--- src/rtl/fb_write_arbiter_if.sv ---
// fb_write_arbiter_if: producer handshakes, clear control and framebuffer write port of fb_write_arbiter.
interface fb_write_arbiter_if #(parameter int DW = 8);
    logic          cam_valid, cam_ready;
    logic [10:0]   cam_x, cam_y;
    logic [DW-1:0] cam_data;
    logic          ovl_valid, ovl_ready;
    logic [10:0]   ovl_x, ovl_y;
    logic [DW-1:0] ovl_data;
    logic          clear_req, clear_busy;
    logic [DW-1:0] clear_color;
    logic          fb_we;
    logic [10:0]   fb_x, fb_y;
    logic [DW-1:0] fb_data;
    logic [15:0]   drop_count;
    modport master (
        output cam_valid, cam_x, cam_y, cam_data,
        output ovl_valid, ovl_x, ovl_y, ovl_data,
        output clear_req, clear_color,
        input  cam_ready, ovl_ready, clear_busy,
        input  fb_we, fb_x, fb_y, fb_data, drop_count
    );
    modport slave (
        input  cam_valid, cam_x, cam_y, cam_data,
        input  ovl_valid, ovl_x, ovl_y, ovl_data,
        input  clear_req, clear_color,
        output cam_ready, ovl_ready, clear_busy,
        output fb_we, fb_x, fb_y, fb_data, drop_count
    );
endinterface

--- src/rtl/fb_write_arbiter.sv ---
// fb_write_arbiter: round-robin camera/overlay arbiter owning the framebuffer write port.
// The full-screen clear sweep is built only when FB_CLEAR_EN is defined.
module fb_write_arbiter #(
    parameter int FB_W = 320,
    parameter int FB_H = 240,
    parameter int DW   = 8
) (
    input logic               CLOCK_50,
    input logic               reset,
    fb_write_arbiter_if.slave bus
);
    localparam logic [10:0] XMAX = 11'(FB_W - 1);
    localparam logic [10:0] YMAX = 11'(FB_H - 1);
    localparam logic [10:0] W    = 11'(FB_W);
    localparam logic [10:0] H    = 11'(FB_H);

    logic          last_ovl, clearing, starting;
    logic [10:0]   cx, cy;
    logic [DW-1:0] color;
    logic          grant_cam, grant_ovl, xfer, in_range;
    logic [10:0]   sel_x, sel_y;
    logic [DW-1:0] sel_data;

`ifdef FB_CLEAR_EN
    typedef enum logic {RUN, CLEAR} state_t;
    state_t state, state_nxt;

    always_ff @(posedge CLOCK_50)
        state <= reset ? RUN : state_nxt;

    always_comb begin
        state_nxt = state;
        if (state == RUN && bus.clear_req)
            state_nxt = CLEAR;
        else if (state == CLEAR && cx == XMAX && cy == YMAX)
            state_nxt = RUN;
    end

    assign clearing = state == CLEAR;
    assign starting = state == RUN && bus.clear_req;

    always_ff @(posedge CLOCK_50) begin
        if (reset) begin
            cx    <= '0;
            cy    <= '0;
            color <= '0;
        end else if (starting) begin
            cx    <= '0;
            cy    <= '0;
            color <= bus.clear_color;
        end else if (clearing) begin
            cx <= cx == XMAX ? 11'd0 : cx + 11'd1;
            cy <= cx != XMAX ? cy : cy == YMAX ? 11'd0 : cy + 11'd1;
        end
    end
`else
    logic unused_clear;
    assign clearing     = 1'b0;
    assign starting     = 1'b0;
    assign cx           = '0;
    assign cy           = '0;
    assign color        = '0;
    assign unused_clear = ^{bus.clear_req, bus.clear_color};
`endif

    // A sweep, including its entry cycle, locks both producers out.
    always_comb begin
        grant_cam = !clearing && !starting && bus.cam_valid && (!bus.ovl_valid || last_ovl);
        grant_ovl = !clearing && !starting && bus.ovl_valid && (!bus.cam_valid || !last_ovl);
        xfer      = grant_cam || grant_ovl;
        sel_x     = grant_cam ? bus.cam_x : bus.ovl_x;
        sel_y     = grant_cam ? bus.cam_y : bus.ovl_y;
        sel_data  = grant_cam ? bus.cam_data : bus.ovl_data;
        in_range  = sel_x < W && sel_y < H;
    end

    assign bus.cam_ready  = grant_cam && !reset;
    assign bus.ovl_ready  = grant_ovl && !reset;
    assign bus.clear_busy = clearing;

    always_ff @(posedge CLOCK_50) begin
        if (reset) begin
            bus.fb_we      <= 1'b0;
            bus.fb_x       <= '0;
            bus.fb_y       <= '0;
            bus.fb_data    <= '0;
            bus.drop_count <= '0;
            last_ovl       <= 1'b1;
        end else if (clearing) begin
            bus.fb_we   <= 1'b1;
            bus.fb_x    <= cx;
            bus.fb_y    <= cy;
            bus.fb_data <= color;
        end else begin
            bus.fb_we <= xfer && in_range;
            if (xfer)
                last_ovl <= grant_ovl;
            if (xfer && in_range) begin
                bus.fb_x    <= sel_x;
                bus.fb_y    <= sel_y;
                bus.fb_data <= sel_data;
            end
            if (xfer && !in_range && bus.drop_count != 16'hFFFF)
                bus.drop_count <= bus.drop_count + 16'd1;
        end
    end
endmodule

--- src/flat_wrapper.sv ---
// flat-port wrapper written by rule: the top's interface ports become plain ports
module fb_write_arbiter_flat 
#(
    parameter int FB_W = 320,
    parameter int FB_H = 240,
    parameter int DW   = 8
)
  (CLOCK_50, reset, bus_cam_valid, bus_cam_x, bus_cam_y, bus_cam_data, bus_ovl_valid, bus_ovl_x, bus_ovl_y, bus_ovl_data, bus_clear_req, bus_clear_color, bus_cam_ready, bus_ovl_ready, bus_clear_busy, bus_fb_we, bus_fb_x, bus_fb_y, bus_fb_data, bus_drop_count);
  fb_write_arbiter_if #(.DW(DW)) bus_i ();
  input logic CLOCK_50;
  input logic reset;
  input wire logic [$bits(bus_i.cam_valid)-1:0] bus_cam_valid;
  input wire logic [$bits(bus_i.cam_x)-1:0] bus_cam_x;
  input wire logic [$bits(bus_i.cam_y)-1:0] bus_cam_y;
  input wire logic [$bits(bus_i.cam_data)-1:0] bus_cam_data;
  input wire logic [$bits(bus_i.ovl_valid)-1:0] bus_ovl_valid;
  input wire logic [$bits(bus_i.ovl_x)-1:0] bus_ovl_x;
  input wire logic [$bits(bus_i.ovl_y)-1:0] bus_ovl_y;
  input wire logic [$bits(bus_i.ovl_data)-1:0] bus_ovl_data;
  input wire logic [$bits(bus_i.clear_req)-1:0] bus_clear_req;
  input wire logic [$bits(bus_i.clear_color)-1:0] bus_clear_color;
  output wire logic [$bits(bus_i.cam_ready)-1:0] bus_cam_ready;
  output wire logic [$bits(bus_i.ovl_ready)-1:0] bus_ovl_ready;
  output wire logic [$bits(bus_i.clear_busy)-1:0] bus_clear_busy;
  output wire logic [$bits(bus_i.fb_we)-1:0] bus_fb_we;
  output wire logic [$bits(bus_i.fb_x)-1:0] bus_fb_x;
  output wire logic [$bits(bus_i.fb_y)-1:0] bus_fb_y;
  output wire logic [$bits(bus_i.fb_data)-1:0] bus_fb_data;
  output wire logic [$bits(bus_i.drop_count)-1:0] bus_drop_count;
  assign bus_i.cam_valid = bus_cam_valid;
  assign bus_i.cam_x = bus_cam_x;
  assign bus_i.cam_y = bus_cam_y;
  assign bus_i.cam_data = bus_cam_data;
  assign bus_i.ovl_valid = bus_ovl_valid;
  assign bus_i.ovl_x = bus_ovl_x;
  assign bus_i.ovl_y = bus_ovl_y;
  assign bus_i.ovl_data = bus_ovl_data;
  assign bus_i.clear_req = bus_clear_req;
  assign bus_i.clear_color = bus_clear_color;
  assign bus_cam_ready = bus_i.cam_ready;
  assign bus_ovl_ready = bus_i.ovl_ready;
  assign bus_clear_busy = bus_i.clear_busy;
  assign bus_fb_we = bus_i.fb_we;
  assign bus_fb_x = bus_i.fb_x;
  assign bus_fb_y = bus_i.fb_y;
  assign bus_fb_data = bus_i.fb_data;
  assign bus_drop_count = bus_i.drop_count;
  fb_write_arbiter #(.FB_W(FB_W), .FB_H(FB_H), .DW(DW)) u_core (.CLOCK_50(CLOCK_50), .reset(reset), .bus(bus_i));
endmodule
--- config.mk ---
export PLATFORM = sky130hd
export DESIGN_NAME = fb_write_arbiter_flat
export DESIGN_NICKNAME = d
export VERILOG_FILES = /design/src/rtl/fb_write_arbiter_if.sv /design/src/rtl/fb_write_arbiter.sv /design/src/flat_wrapper.sv
export SDC_FILE = /design/constraint.sdc
export NUM_CORES = 1
export LEC_CHECK = 0
export CAP_MARGIN = 20
export CELL_PAD_IN_SITES_DETAIL_PLACEMENT = 2
export CELL_PAD_IN_SITES_GLOBAL_PLACEMENT = 2
export CORE_MARGIN = 5
export CORE_UTILIZATION = 21
export CTS_BUF_LIST = sky130_fd_sc_hd__clkbuf_2 sky130_fd_sc_hd__clkbuf_4 sky130_fd_sc_hd__clkbuf_8
export CTS_CLUSTER_DIAMETER = 80
export DETAILED_ROUTE_END_ITERATION = 16
export GPL_TIMING_DRIVEN = 1
export PLACE_DENSITY_LB_ADDON = 0.15
export SLEW_MARGIN = 10
export SYNTH_ARGS = -nofsm -noshare
export SYNTH_HDL_FRONTEND = slang
export SYNTH_SLANG_ARGS = --single-unit
export TNS_END_PERCENT = 100
--- constraint.sdc ---
create_clock -name CLOCK_50 -period 2.13 [get_ports CLOCK_50]
set_input_delay 0.5325 -clock CLOCK_50 [delete_from_list [all_inputs] [get_ports CLOCK_50]]
set_output_delay 0.5325 -clock CLOCK_50 [all_outputs]
set_load 0.02 [all_outputs]
==> flow_summary.ini <==
[die]
rows = 37
die_area_um2 = 12900
core_region_area_um2 = 10400
die_y_um = 114
die_w_um = 114
ios = 123
initial_utilization_pct = 21.7

[power_and_ir_drop]
seq_power_share_pct = 41.5
peakVddDrop_uv = 340
sw_frac_of_total_pct = 23.6
cell_internal_pwr_uw = 1690
p_per_area_nw_per_um2 = 543
clockPowerShare_pct = 42.3
p_leak_uw = 0.00155
p_sw_uw = 522
comb_power_share_pct = 16.2

[clock_tree]
cts_tree = built
cts_root_buf = clkbuf_8
clock-sinks = 48
clk_path_buf_depth = 2
htreeDepth = 2
clk_latency_ns = 0.32
clk_pin_slew_ns = 0.10
cts_buffers = 5

[sta]
finalCriticalPeriod_ns = 2.06
finalSetupViolCount = 0
hold_ws_ns = 0.469
relSlewSlack_pct = 65.3
drv_slew = 0
post-route-period-util_pct = 96.6
hold_viol = 0
fmax_mhz = 486
tightest_slew_ns = 0.517
skew_ns = 0.00941

[detailed_routing]
viasPerCell = 4.87
drc = 0
routed-via-count = 2731
firstDrtPassIters = 4
drt_wl_total_um = 9660
antenna_left = 0
drtIter0Drc = 57
wl_per_cell_um = 17.2

[worst_setup_path]
critPathMaxStageDelay_ns = 0.50
path_buf_inv = 3
crit_slowest_cell = clkdlybuf4s50_1
crit_path_end_kind = flip-flop
crit_path_start_kind = primary input
arrival_ns = 2.31
cp.required_ns = 2.38
cpLargestDelayFamily = buffers and inverters
path_class = primary input to flip-flop
worstPathCellList = clkdlybuf4s50_1 > o21ai_2 > nand2_2 > o32ai_4 > or2_1 > buf_6 > buf_4 > or3_1 > a21oi_1
cp_max_fo = 8

[final_layout]
final_nets = 498
synthToLayoutAreaGrowth_pct = 80.3
final_common_cell = clkdlybuf4s50_1
final_cell_mix = clkdlybuf4s50_1 (95), dfxtp_1 (48), buf_4 (38)
layout.cells.non_filler = 561
fillCellCount = 1171
drive_gt1_share_pct = 17.9
final_cell_area_um2 = 4080
num_antenna_cells = 0

[logic_synthesis]
yosysTopAreaCell = dfxtp_1
async_reset_ff_share_pct = 0
yosysSeqAreaShare_pct = 42.5
synth_area_um2 = 2260
synth_seq_cells = 48
syn_nets = 359
syn-instance-count = 285
synth_edf_count = 0
synth_warnings = 0
avgSynthCellArea_um2 = 7.93
ys.flop_type = dfxtp_1
synth_cell_type_count = 35
yosys-top-cells-area = dfxtp_1 (43%), a311oi_1 (9.7%), nand3_1 (6.6%)
yosysTopAreaCellShare_pct = 42.5

[global_route]
grt_pass1_wl_um = 15300
grt_max_degree = 30
grt_use_total_pct = 14.8
first_global_vias = 3002
grt_overflow = 0
antenna_found_initial = 0

[placed_design]
port-buffer-count = 112
placed_cells = 548
placed_area_um2 = 3760
dp_hpwl_um = 7180
place.gp.congestion = 0.738

[hold_path]
hold_class = flip-flop to flip-flop

[run]
maxCapViolations = 0

[status]
status = complete, no violations
worst reg2reg max path, stage by stage (launching register included):
cell and delay, ns:
dfxtp_1 0.40, and3_1 0.25, and4_1 0.25, o21ai_0 0.14, or3_1 0.36, or3_4 0.34
a21oi_2 0.11
timing repair:
| action | in CTS | in global routing |
|---|---|---|
| pin swaps | 15 | 20 |
| setup buffers | 2 | 2 |
| gates cloned | 0 | 1 |
| resized for setup | 23 | 25 |
| hold buffers | 0 | 0 |
| endpoints found under the setup margin | 46 | 46 |
cells in the mapped netlist, drive strengths merged (2+ instances only):
master	number
nor4	5
and3	3
buf	9
a311oi	25
dfxtp	48
nand3	30
nor2b	3
mux2	2
inv	3
nand2	35
nand2b	3
nand4	8
o21ai	11
clkbuf	15
nor3	6
and4	2
and2	5
a21oi	13
nor2	36
a211oi	2
o21bai	2
or3	9
kinds of logic (layout without fill, tap and decap cells):
| logic type | Yosys count | count (layout) | synth area share [%] |
|---|---|---|---|
| AOI/OAI and AO/OA | 56 | 56 | 17.8 |
| xor gates and xnor gates | 1 | 1 | 0.387 |
| adders and majority gates | 1 | 1 | 0.553 |
| buffers and inverters | 27 | 167 | 5.37 |
| DFF | 48 | 48 | 42.5 |
| muxes | 2 | 2 | 0.996 |
| other | 1 | 1 | 0.166 |
| and+or+nand+nor | 149 | 149 | 32.3 |
registers in the layout, summed over array words and instances, names as in the netlist:
name,flops
u_core.bus.drop_count,16
u_core.bus.fb_data,8
u_core.bus.fb_we,1
u_core.bus.fb_x,11
u_core.bus.fb_y,11
u_core.last_ovl,1
per-stage QoR:
stage	setup TNS (ns)	total power (uW)	utilization (%)	setup slack [ns]
floorplan	0	1060	-	0.0741
global placement	-17.15	1280	36.1	-0.422
detailed placement	-20.08	1290	36.1	-0.512
CTS	0	2240	37.8	0.000622
global route	-0.00104	2300	39.1	-0.00104
finish	0	2210	39.1	0.0733
per-layer routing:
metal  vias to the layer above  wire length (um)  global-route usage, %  part of all wire, %
met5                         -                 0                      0                    0
met4                         0               146                   4.57                  1.5
met3                         8               594                   4.30                  6.2
met2                        78              4800                   26.0                   50
met1                      1335              4110                   17.3                   43
li1                       1310                 -                      -                    -
worst paths after layout:
kind,slack [ns],endpoint,cells past startpoint,start
setup reg to reg,0.22,u_core.bus.drop_count[15]$_SDFFE_PP0P_,6,u_core.bus.drop_count[3]$_SDFFE_PP0P_
hold / removal,0.47,u_core.bus.fb_y[9]$_SDFFE_PP0P_,1,u_core.bus.fb_y[9]$_SDFFE_PP0P_
hold reg to reg,0.47,u_core.bus.fb_y[9]$_SDFFE_PP0P_,1,u_core.bus.fb_y[9]$_SDFFE_PP0P_
setup / recovery,0.07,u_core.bus.drop_count[0]$_SDFFE_PP0P_,9,bus_cam_x[6]
power by group through the flow:
stage | combinational [uW] | clock, uW | sequential (uW)
2_1_floorplan | 110 | 0 | 954
3_3_place_gp | 341 | 0 | 939
3_5_place_dp | 351 | 0 | 940
4_1_cts | 352 | 966 | 920
5_1_grt | 389 | 994 | 922
6_report | 358 | 935 | 919
final cells by class:
cell class	count	area, um^2	share of cell area [%]
inverter	3	11.3	0.276
clock inverter	3	90.1	2.21
tap	136	170	4.17
multi-input combinational	210	1270	31.2
timing repair buffer	156	1500	36.9
clock buffer	5	68.8	1.69
sequential	48	961	23.6
(Power assumes the default switching activity.)
